## config.mk

```make
export PLATFORM = sky130hd
export DESIGN_NAME = nla_fifo_stream_reader
export DESIGN_NICKNAME = d
export VERILOG_FILES = /design/src/rtl/nla_stream_pkg.sv /design/src/rtl/nla_skid_fifo.sv /design/src/rtl/nla_fifo_stream_reader.sv
export SDC_FILE = /design/constraint.sdc
export NUM_CORES = 1
export LEC_CHECK = 0
export ABC_AREA = 1
export CORE_AREA = 2 2 122 154
export DETAILED_ROUTE_END_ITERATION = 10
export DIE_AREA = 0 0 124 156
export MAX_ROUTING_LAYER = met4
export PLACE_DENSITY = 0.78
export SYNTH_ARGS = -nofsm -noshare
export SYNTH_HDL_FRONTEND = slang
export SYNTH_HIERARCHICAL = 1
export SYNTH_SLANG_ARGS = --single-unit
```

## constraint.sdc

```tcl
create_clock -name clk_i -period 5.8 [get_ports clk_i]
set_clock_uncertainty 0.15 [all_clocks]
set_input_delay 0.58 -clock clk_i [delete_from_list [all_inputs] [get_ports clk_i]]
set_output_delay 0.58 -clock clk_i [all_outputs]
set_load 0.02 [all_outputs]
```

## src/rtl/nla_stream_pkg.sv

```systemverilog
// -----------------------------------------------------------------------------
// nla_stream_pkg
// Shared definitions for the NLA FIFO stream reader:
//   DATA_W        operand width (IEEE-754 single precision)
//   NAN_EXP_MASK  exponent field mask of a single-precision word
//   NAN_MAN_MASK  mantissa field mask of a single-precision word
//   state_t       reader control states {IDLE, RUN, DRAIN}
//   is_nan()      true for exponent all-ones with a non-zero mantissa
// -----------------------------------------------------------------------------
package nla_stream_pkg;

   localparam int DATA_W = 32;

   localparam logic [DATA_W-1:0] NAN_EXP_MASK = 32'h7F80_0000;
   localparam logic [DATA_W-1:0] NAN_MAN_MASK = 32'h007F_FFFF;

   typedef enum logic [1:0] {
      IDLE  = 2'd0,
      RUN   = 2'd1,
      DRAIN = 2'd2
   } state_t;

   // Infinity (mantissa zero) is deliberately not a NaN.
   function automatic logic is_nan(input logic [DATA_W-1:0] word);
      return ((word & NAN_EXP_MASK) == NAN_EXP_MASK) &&
             ((word & NAN_MAN_MASK) != '0);
   endfunction

endpackage

```

## src/rtl/nla_skid_fifo.sv

```systemverilog
// -----------------------------------------------------------------------------
// nla_skid_fifo
// Small circular buffer that absorbs the FIFO read latency. Each entry carries
// a data word plus a frame-last tag.
// Ports:
//   clk_i, rstn_i            clock, asynchronous active-low reset
//   push, push_data,         write one entry (data + last tag)
//   push_last
//   pop                      remove the head entry (only when count != 0)
//   count                    number of occupied entries (0..DEPTH)
//   head_data, head_last     contents of the head entry
// -----------------------------------------------------------------------------
module nla_skid_fifo #(
   parameter int W     = 32,
   parameter int DEPTH = 4
) (
   input  logic                       clk_i,
   input  logic                       rstn_i,
   input  logic                       push,
   input  logic [W-1:0]               push_data,
   input  logic                       push_last,
   input  logic                       pop,
   output logic [$clog2(DEPTH+1)-1:0] count,
   output logic [W-1:0]               head_data,
   output logic                       head_last
);

   localparam int PTR_W = (DEPTH > 1) ? $clog2(DEPTH) : 1;
   localparam int CNT_W = $clog2(DEPTH + 1);

   logic [W:0]       mem [DEPTH];
   logic [PTR_W-1:0] wr_ptr;
   logic [PTR_W-1:0] rd_ptr;
   logic [CNT_W-1:0] cnt_q;

   // Explicit wrap so DEPTH need not be a power of two.
   function automatic logic [PTR_W-1:0] next_ptr(input logic [PTR_W-1:0] ptr);
      return (ptr == PTR_W'(DEPTH - 1)) ? '0 : ptr + PTR_W'(1);
   endfunction

   // NOTE: sequential state uses non-blocking assignments so every register
   // samples the pre-edge value of its sources, independent of block order.
   always_ff @(posedge clk_i or negedge rstn_i) begin
      if (!rstn_i) begin
         wr_ptr <= '0;
         rd_ptr <= '0;
         cnt_q  <= '0;
      end else begin
         if (push) wr_ptr <= next_ptr(wr_ptr);
         if (pop)  rd_ptr <= next_ptr(rd_ptr);
         unique case ({push, pop})
            2'b10:   cnt_q <= cnt_q + CNT_W'(1);
            2'b01:   cnt_q <= cnt_q - CNT_W'(1);
            default: cnt_q <= cnt_q;   // idle, or push and pop together
         endcase
      end
   end

   // NOTE: the storage array has no reset; occupancy is tracked by cnt_q, and
   // the consumer masks the head whenever the buffer is empty.
   always_ff @(posedge clk_i) begin
      if (push) mem[wr_ptr] <= {push_last, push_data};
   end

   assign {head_last, head_data} = mem[rd_ptr];
   assign count                  = cnt_q;

   // Upstream credit accounting reserves a slot for every read in flight.
   a_no_overflow  : assert property (@(posedge clk_i) disable iff (!rstn_i)
                                     !(push && cnt_q == CNT_W'(DEPTH)));
   a_no_underflow : assert property (@(posedge clk_i) disable iff (!rstn_i)
                                     !(pop && cnt_q == '0));

endmodule

```

## src/rtl/nla_fifo_stream_reader.sv

```systemverilog
// -----------------------------------------------------------------------------
// nla_fifo_stream_reader
// Pops operands from a BRAM-backed sync FIFO (fixed read latency), absorbs the
// latency in a skid buffer and presents words to the nonlinear-approximation
// engine as a valid/ready stream with frame framing.
// Optional build macro: NLA_NAN_FLUSH_EN -- replaces NaN words with +0.0 on
// buffer entry and counts them on nan_cnt_o (tied to zero when undefined).
// Ports:
//   clk_i, rstn_i      clock, asynchronous active-low reset
//   enable_i           high = run; low = stop issuing reads and drain
//   frame_len_i        words per frame, captured when leaving IDLE (0 = no last)
//   fifo_empty_i       FIFO empty flag
//   fifo_wr_en_i       FIFO write enable (a write masks a same-cycle read)
//   fifo_data_i        FIFO read data, valid RD_LATENCY cycles after a read
//   fifo_rd_en_o       FIFO read request
//   m_valid_o/m_data_o/m_last_o/m_ready_i   output stream
//   busy_o             high in RUN or DRAIN
//   nan_cnt_o          saturating count of flushed NaN words
// -----------------------------------------------------------------------------
module nla_fifo_stream_reader #(
   parameter int DATA_W     = 32,
   parameter int RD_LATENCY = 2,
   parameter int BUF_DEPTH  = 4,
   parameter int LEN_W      = 16
) (
   input  logic              clk_i,
   input  logic              rstn_i,
   input  logic              enable_i,
   input  logic [LEN_W-1:0]  frame_len_i,
   input  logic              fifo_empty_i,
   input  logic              fifo_wr_en_i,
   input  logic [DATA_W-1:0] fifo_data_i,
   output logic              fifo_rd_en_o,
   output logic              m_valid_o,
   output logic [DATA_W-1:0] m_data_o,
   output logic              m_last_o,
   input  logic              m_ready_i,
   output logic              busy_o,
   output logic [15:0]       nan_cnt_o
);

   import nla_stream_pkg::*;

   localparam int CNT_W = $clog2(BUF_DEPTH + 1);
   localparam int INF_W = $clog2(RD_LATENCY + 1);
   localparam int SUM_W = CNT_W + 1;

   if (BUF_DEPTH < RD_LATENCY + 2) begin : g_depth_check
      $error("nla_fifo_stream_reader: BUF_DEPTH must be >= RD_LATENCY+2");
   end

   state_t              state_q, state_d;
   logic                start;
   logic                rd_en;
   logic                credit_ok;
   logic [RD_LATENCY-1:0] rd_sr;
   logic [INF_W-1:0]    inflight;
   logic [CNT_W-1:0]    count;
   logic                push;
   logic [DATA_W-1:0]   push_data;
   logic                last_tag;
   logic                beat;
   logic [DATA_W-1:0]   head_data;
   logic                head_last;
   logic [LEN_W-1:0]    frame_len_q;
   logic [LEN_W-1:0]    word_cnt_q;

   // Reads in flight are exactly the set bits of the return shift register.
   always_comb begin
      inflight = '0;
      for (int i = 0; i < RD_LATENCY; i++) begin
         inflight = inflight + INF_W'(rd_sr[i]);
      end
   end

   // Credit uses this cycle's occupancy; a same-cycle pop frees its slot only
   // from the next cycle on.
   assign credit_ok = (SUM_W'(inflight) + SUM_W'(count)) < SUM_W'(BUF_DEPTH);

   // ---------------------------------------------------------------- FSM
   always_ff @(posedge clk_i or negedge rstn_i) begin
      if (!rstn_i) state_q <= IDLE;
      else         state_q <= state_d;
   end

   // NOTE: every signal written here receives a default first, so no path
   // leaves a value unassigned and no latch is inferred.
   always_comb begin
      state_d = state_q;
      start   = 1'b0;
      rd_en   = 1'b0;
      unique case (state_q)
         IDLE: begin
            if (enable_i) begin
               state_d = RUN;
               start   = 1'b1;
            end
         end
         RUN: begin
            // The FIFO drops a read that collides with a write, so never ask.
            rd_en = !fifo_empty_i && !fifo_wr_en_i && credit_ok;
            if (!enable_i) state_d = DRAIN;
         end
         DRAIN: begin
            // Empty buffer implies no beat can be in progress.
            if (inflight == '0 && count == '0) state_d = IDLE;
         end
         default: state_d = IDLE;
      endcase
   end

   assign fifo_rd_en_o = rd_en;
   assign busy_o       = (state_q != IDLE);

   // ------------------------------------------------------- return path
   always_ff @(posedge clk_i or negedge rstn_i) begin
      if (!rstn_i) begin
         rd_sr <= '0;
      end else begin
         rd_sr[0] <= rd_en;
         for (int i = 1; i < RD_LATENCY; i++) rd_sr[i] <= rd_sr[i-1];
      end
   end

   assign push = rd_sr[RD_LATENCY-1];

   // ----------------------------------------------------------- framing
   // The last tag is decided when a word enters the buffer.
   assign last_tag = (frame_len_q != '0) && ((word_cnt_q + LEN_W'(1)) == frame_len_q);

   always_ff @(posedge clk_i or negedge rstn_i) begin
      if (!rstn_i) begin
         frame_len_q <= '0;
         word_cnt_q  <= '0;
      end else if (start) begin
         frame_len_q <= frame_len_i;
         word_cnt_q  <= '0;
      end else if (push) begin
         word_cnt_q  <= last_tag ? '0 : word_cnt_q + LEN_W'(1);
      end
   end

   // --------------------------------------------------------- NaN flush
`ifdef NLA_NAN_FLUSH_EN
   logic [15:0] nan_cnt_q;
   logic        in_nan;

   assign in_nan    = is_nan(fifo_data_i);
   assign push_data = in_nan ? '0 : fifo_data_i;

   always_ff @(posedge clk_i or negedge rstn_i) begin
      if (!rstn_i)                                   nan_cnt_q <= '0;
      else if (push && in_nan && nan_cnt_q != 16'hFFFF) nan_cnt_q <= nan_cnt_q + 16'd1;
   end

   assign nan_cnt_o = nan_cnt_q;
`else
   assign push_data = fifo_data_i;
   assign nan_cnt_o = '0;
`endif

   // ------------------------------------------------------- skid buffer
   assign beat = m_valid_o && m_ready_i;

   nla_skid_fifo #(
      .W     (DATA_W),
      .DEPTH (BUF_DEPTH)
   ) u_skid (
      .clk_i     (clk_i),
      .rstn_i    (rstn_i),
      .push      (push),
      .push_data (push_data),
      .push_last (last_tag),
      .pop       (beat),
      .count     (count),
      .head_data (head_data),
      .head_last (head_last)
   );

   // Head is masked while empty so the unreset storage never reaches the port.
   assign m_valid_o = (count != '0);
   assign m_data_o  = m_valid_o ? head_data : '0;
   assign m_last_o  = m_valid_o && head_last;

endmodule

```

==> results.json, run 1 <==
{
  "fin_crit_sh": 0.6789,
  "synthDistinctLibCells": 40,
  "io_buffers": 89,
  "antenna_left": 0,
  "overflow": 0,
  "cp_num_buf_inv": 3,
  "pre_cts_slack_ns": 2.270,
  "synth_top_area_cell": "edfxtp_1",
  "htreeDepth": 4,
  "power_mw": 4.583,
  "final_util": 0.5775,
  "drtPass1Iterations": 5,
  "fillers": 1491,
  "finalHoldViolCount": 0,
  "synth-edff-count": 132,
  "yosysWarnings": 6,
  "core_area_um2": 17890,
  "wl_per_cell_um": 13.57,
  "dieArea_um2": 19340,
  "fp.dieH_um": 156,
  "dp_hpwl_mm": 10.98,
  "crit_path_start_kind": "flip-flop",
  "vias": 6085,
  "wl_mm": 17.12,
  "drive_above_1_share": 0.1182,
  "syn_area_per_cell_um2": 9.410,
  "clockRootBuffer": "clkbuf_16",
  "drtIter0Drc": 488,
  "gp_congestion": 0.8798,
  "syn-cell-area_um2": 8817,
  "fmax_ghz": 0.2540,
  "crit_path_end_kind": "output pin",
  "worst_slack_ns": 1.863,
  "cts_resized": 0,
  "hp-class": "in -> async",
  "fin_cells": 1261,
  "initial_core_util": 0.4928,
  "post_cts_buffers": 0,
  "ios": 106,
  "yosysSeqAreaShare": 0.5716,
  "arrival_ns": 3.21,
  "worst-path-max-fanout": 79,
  "grt_max_degree": 80,
  "critPathSlowestCell": "dfrtp_4",
  "fin_nets": 1084,
  "comb_power_share": 0.406,
  "cts_tree": "done",
  "cp_top_family": "buffers and inverters",
  "grt_pass1_vias": 5727,
  "synth_cells": 937,
  "ir_drop_v": 0.0003105,
  "finalCriticalPeriod_ns": 3.938,
  "fin_setup_tns_ns": 0,
  "ctsHoldBuffers": 0,
  "status": "complete, no violations",
  "slew_headroom": 0.1582,
  "synth.most_common_cell": "nand2_1",
  "maxCapViolations": 0,
  "place_inst": 1228,
  "seq_power_share": 0.357,
  "power.switching_mw": 1.745,
  "antenna_found_initial": 1,
  "async_reset_ff_frac": 0.2457,
  "ys_ff_latch": 175,
  "grt_pass1_wl_mm": 27.26,
  "cp_num_cells": 8,
  "dieWidth_um": 124,
  "rows": 55,
  "synth_common_cells": "245 x nand2_1, 152 x inv_1, 132 x edfxtp_1",
  "p_leak_nw": 4.585,
  "setup_viol": 0,
  "synth.top_cells.by_area": "edfxtp_1 45%, dfrtp_1 12%, nand2_1 10%",
  "grtUsageTotal": 0.1892,
  "cp_slowest_stage_delay_ns": 0.99,
  "viasPerCell": 4.826,
  "critical_path_class": "reg -> out",
  "reg2reg_depth": 8,
  "crit_top_cell": "nor2_1",
  "tightest_slew_ns": 1.258,
  "cts.sinks": 175,
  "seqCellArea_um2": 5044,
  "cp.required_ns": 5.07,
  "drv_slew": 0,
  "crit_chain": "buf_4 -> nor2_1 -> nor2_1 -> nand2_1 -> nand2_1 -> inv_1 -> nor2_1 -> clkdlybuf4s50_1",
  "clock_path_buffers": 2,
  "multiInputGateArea_um2": 2925,
  "synth_top_area_frac": 0.4496,
  "clk_latency_ns": 0.43,
  "area_delta_synth_final_pct": 17.18,
  "clock_power_share": 0.237,
  "clk_pin_slew_worst_paths_ns": 0.07,
  "rsz0062_at_grt": "false",
  "swShare": 0.3808,
  "cts_made_buffers": 17,
  "synthFlopType": "edfxtp_1",
  "power.density_nw_per_um2": 443.6,
  "p_int_mw": 2.838,
  "drc": 0
}
-- final timing paths --
path | from | endpoint | slack [ns]
worst max register to register | state_q[1] | word_cnt_q[15] | 3.18
min in group clk_i | rd_sr[0] | rd_sr[1] | 0.26
max in group asynchronous | rstn_i | u_skid/rd_ptr[0] | 4.60
worst min-delay path | rstn_i | frame_len_q[6] | 0.17
worst max-delay path | u_skid/rd_ptr[0] | m_data_o[24] | 1.86
worst min register to register | rd_sr[0] | rd_sr[1] | 0.26
-- area by class of cell --
type                    instances  area share
diodes                          1   0.0002422
clock inverters                14     0.01296
multi-input cells             576      0.2831
flip-flops and latches        175      0.4881
inverters                     153     0.05558
repair buffers                 96     0.09082
clock buffers                  18     0.04154
well taps                     228     0.02761
-- cells in the final DEF, fill, tap and decap left out, drive strengths merged --
master	count
edfxtp	132
diode	1
xnor3	1
o211ai	33
a21oi	10
fa	1
inv	158
buf	8
bufinv	1
clkbuf	18
o21bai	3
nor2	140
xnor2	2
xor2	2
dfrtp	43
conb	16
nor3	4
clkdlybuf4s50	88
clkinv	8
nand3	36
nor4	1
nand4	14
nand2	280
or2	1
a311o	1
nand3b	2
ha	10
o21ai	19
-- cell families after synthesis --
group / synth area share
AOI/OAI and AO/OA: 0.06286
xor gates and xnor gates: 0.006955
adders and majority gates: 0.01646
buffers and inverters: 0.1039
DFF: 0.5716
other: 0.0004253
and+or+nand+nor: 0.2378
-- sequential cells by signal, summed over array words and instances, names as in the netlist --
name / count
u_skid/mem: 132
frame_len_q: 16
word_cnt_q: 16
u_skid/count: 3
rd_sr: 2
state_q: 2
u_skid/rd_ptr: 2
u_skid/wr_ptr: 2
-- power groups by stage --
| stage | clock network, mW | logic (mW) | registers (mW) |
|---|---|---|---|
| 6_report | 1.09 | 1.86 | 1.64 |
| 5_1_grt | 1.15 | 2.08 | 1.66 |
| 4_1_cts | 1.10 | 1.87 | 1.63 |
| 3_5_place_dp | 0 | 1.86 | 1.66 |
| 3_3_place_gp | 0 | 1.82 | 1.65 |
| 2_1_floorplan | 0 | 1.38 | 1.55 |
-- layer usage --
layer	track usage	vias up	wire length, µm
met5	-	-	0
met4	0.06742	0	284
met3	0.04020	23	665
met2	0.3155	138	8784
met1	0.2262	2828	7385
li1	-	3096	-
-- worst reg2reg max path, stage by stage, from the launching register on --
cell and delay [ns]:
dfrtp_1 0.39, nor2_1 0.10, inv_1 0.07, nor2_2 0.78, inv_1 0.19, nand2_1 0.55
nor2_1 0.14, nand2_2 0.10, nand2_2 0.04
-- through the flow --
step           cell area, µm²  hold WS, ns
6_report                10330       0.1738
5_1_grt                 10330       0.2557
4_1_cts                 10330       0.2046
3_5_place_dp             9767       0.2545
3_3_place_gp             9767       0.2541
2_1_floorplan            8874       0.1344
Note: power is estimated with default switching activity, not from simulation.
==> run 2, diff against run 1 <==
- PLACE_DENSITY: 0.78 -> 0.81
- clock period: 5.8 -> 3.3 ns (I/O delays scaled with it)
==> run 2 against run 1 <==
Compared with the run above: critical path depth down 3; first-iteration DRC count increased by 15%; count of clock-buffer cells in the layout unchanged; flip-flop and latch count did not move; register-to-register slack got worse by 2.3 ns; highest routed layer unchanged; worst setup slack lost 1.6 ns; final cell count grew 0.40%; global-route usage fell by 0.14 points; cell area increased by 0.93%; power rose by 78%; routed wire length up 1.3%; via count up 2.8%.
==> results.json, run 2 (synthesized netlist as in run 1, its figures left out) <==
{
  "status": "complete, no violations",
  "htreeDepth": 4,
  "maxCapViolations": 0,
  "top_register": "u_skid/mem",
  "crit_path_start_kind": "flip-flop",
  "grt_pass1_wl_mm": 27.21,
  "vias": 6253,
  "dieArea_um2": 19340,
  "power.density_nw_per_um2": 782.4,
  "place_inst": 1231,
  "setup_viol": 0,
  "pre_cts_slack_ns": 0.5982,
  "area_delta_synth_final_pct": 18.28,
  "cts_tree": "done",
  "drv_slew": 0,
  "hp-class": "reg -> reg",
  "finalCriticalPeriod_ns": 3.073,
  "worst-path-max-fanout": 12,
  "ios": 106,
  "fillers": 1484,
  "tightest_slew_ns": 0.9908,
  "viasPerCell": 4.939,
  "dieWidth_um": 124,
  "fin_setup_tns_ns": 0,
  "antenna_found_initial": 1,
  "fin_nets": 1089,
  "clk_latency_ns": 0.43,
  "drc": 0,
  "clockRootBuffer": "clkbuf_16",
  "critical_path_class": "reg -> out",
  "largest_register_ffs": 132,
  "drive_above_1_share": 0.1225,
  "layout_common_cells": "245 x nand2_1, 152 x inv_1, 132 x edfxtp_1",
  "finalHoldViolCount": 0,
  "io_buffers": 89,
  "drtIter0Drc": 563,
  "worst_slack_ns": 0.2266,
  "fmax_ghz": 0.3254,
  "grt_pass1_vias": 5778,
  "fin_cells": 1266,
  "p_leak_nw": 4.622,
  "wl_mm": 17.34,
  "grtUsageTotal": 0.1878,
  "wl_per_cell_um": 13.69,
  "clock_path_buffers": 2,
  "final_util": 0.5829,
  "antenna_left": 0,
  "overflow": 0,
  "cts.sinks": 175,
  "arrival_ns": 2.59,
  "gp_congestion": 0.8904,
  "reg.largest.list": "u_skid/mem x132, frame_len_q x16, word_cnt_q x16",
  "fp.dieH_um": 156,
  "dp_hpwl_mm": 11.03,
  "power_mw": 8.159,
  "drtPass1Iterations": 5,
  "fin_crit_sh": 0.9313,
  "slew_headroom": 0.3395,
  "rows": 55,
  "rsz0062_at_grt": "false",
  "initial_core_util": 0.4928,
  "ir_drop_v": 0.0003995,
  "layout_commonest_cell": "nand2_1",
  "crit_path_end_kind": "output pin",
  "grt_max_degree": 57,
  "clk_pin_slew_worst_paths_ns": 0.07,
  "cp.required_ns": 2.82,
  "cts_made_buffers": 17,
  "core_area_um2": 17890
}
run 2: cell types whose count changed in the layout (fill, tap and decap cells not counted), sizes merged:
| cell | delta |
|---|---|
| clkinvlp | +2 |
| buf | +4 |
| dlygate4sd3 | +1 |
| inv | -2 |
run 2: per-layer routing:
| layer | track usage | share of wire | vias up |
|---|---|---|---|
| met5 | - | 0 | - |
| met4 | 0.07919 | 0.021 | 0 |
| met3 | 0.03801 | 0.059 | 28 |
| met2 | 0.3161 | 0.51 | 201 |
| met1 | 0.2174 | 0.41 | 2908 |
| li1 | - | - | 3116 |
run 2: layout make-up:
cell class,instances,area (µm²),share of cell area
sequential,175,5044,0.4836
clock inverter,14,136.4,0.01308
timing repair buffer,101,1028,0.09862
clock buffer,18,429.2,0.04115
inverter,153,574.3,0.05507
multi-input combinational,576,2929,0.2809
tap,228,285.3,0.02735
antenna,1,2.502,0.0002400
run 2: where the power goes:
group	switching, mW	total [mW]	internal [mW]
registers	0.210	2.80	2.59
clock network	0.844	1.89	1.05
logic	2.03	3.47	1.44
run 2: path summary, 6_finish.rpt:
kind,from,to,slack [ns],depth (start not counted)
setup / recovery,rd_sr[1],fifo_rd_en_o,0.23,5
hold / removal,rd_sr[0],rd_sr[1],0.27,0
setup reg to reg,word_cnt_q[0],word_cnt_q[9],0.91,12
hold reg to reg,rd_sr[0],rd_sr[1],0.27,0
max in group asynchronous,rstn_i,u_skid/rd_ptr[0],1.82,2
min in group asynchronous,rstn_i,rd_sr[0],0.45,2
run 2: timing repair:
action,in CTS,in global routing
hold buffers,1,0
gates resized for setup,0,1
hold endpoints to repair,43,0
setup endpoints to repair,0,2
setup buffers,0,1
run 2: metrics by stage:
| step | instance area [µm²] | hold WS [ns] |
|---|---|---|
| after floorplan | 8874 | -0.1156 |
| after global placement | 9824 | 0.2398 |
| after detailed placement | 9824 | 0.2537 |
| after CTS | 10400 | 0.2683 |
| after global routing | 10430 | 0.2791 |
| final | 10430 | 0.2719 |
run 2: critical path, cell delays in order (launching register included):
cell             delay [ns]
dfrtp_1                0.50
ha_1                   0.25
ha_1                   0.26
a311o_1                0.32
nor4_2                 0.18
clkdlybuf4s50_1        0.65
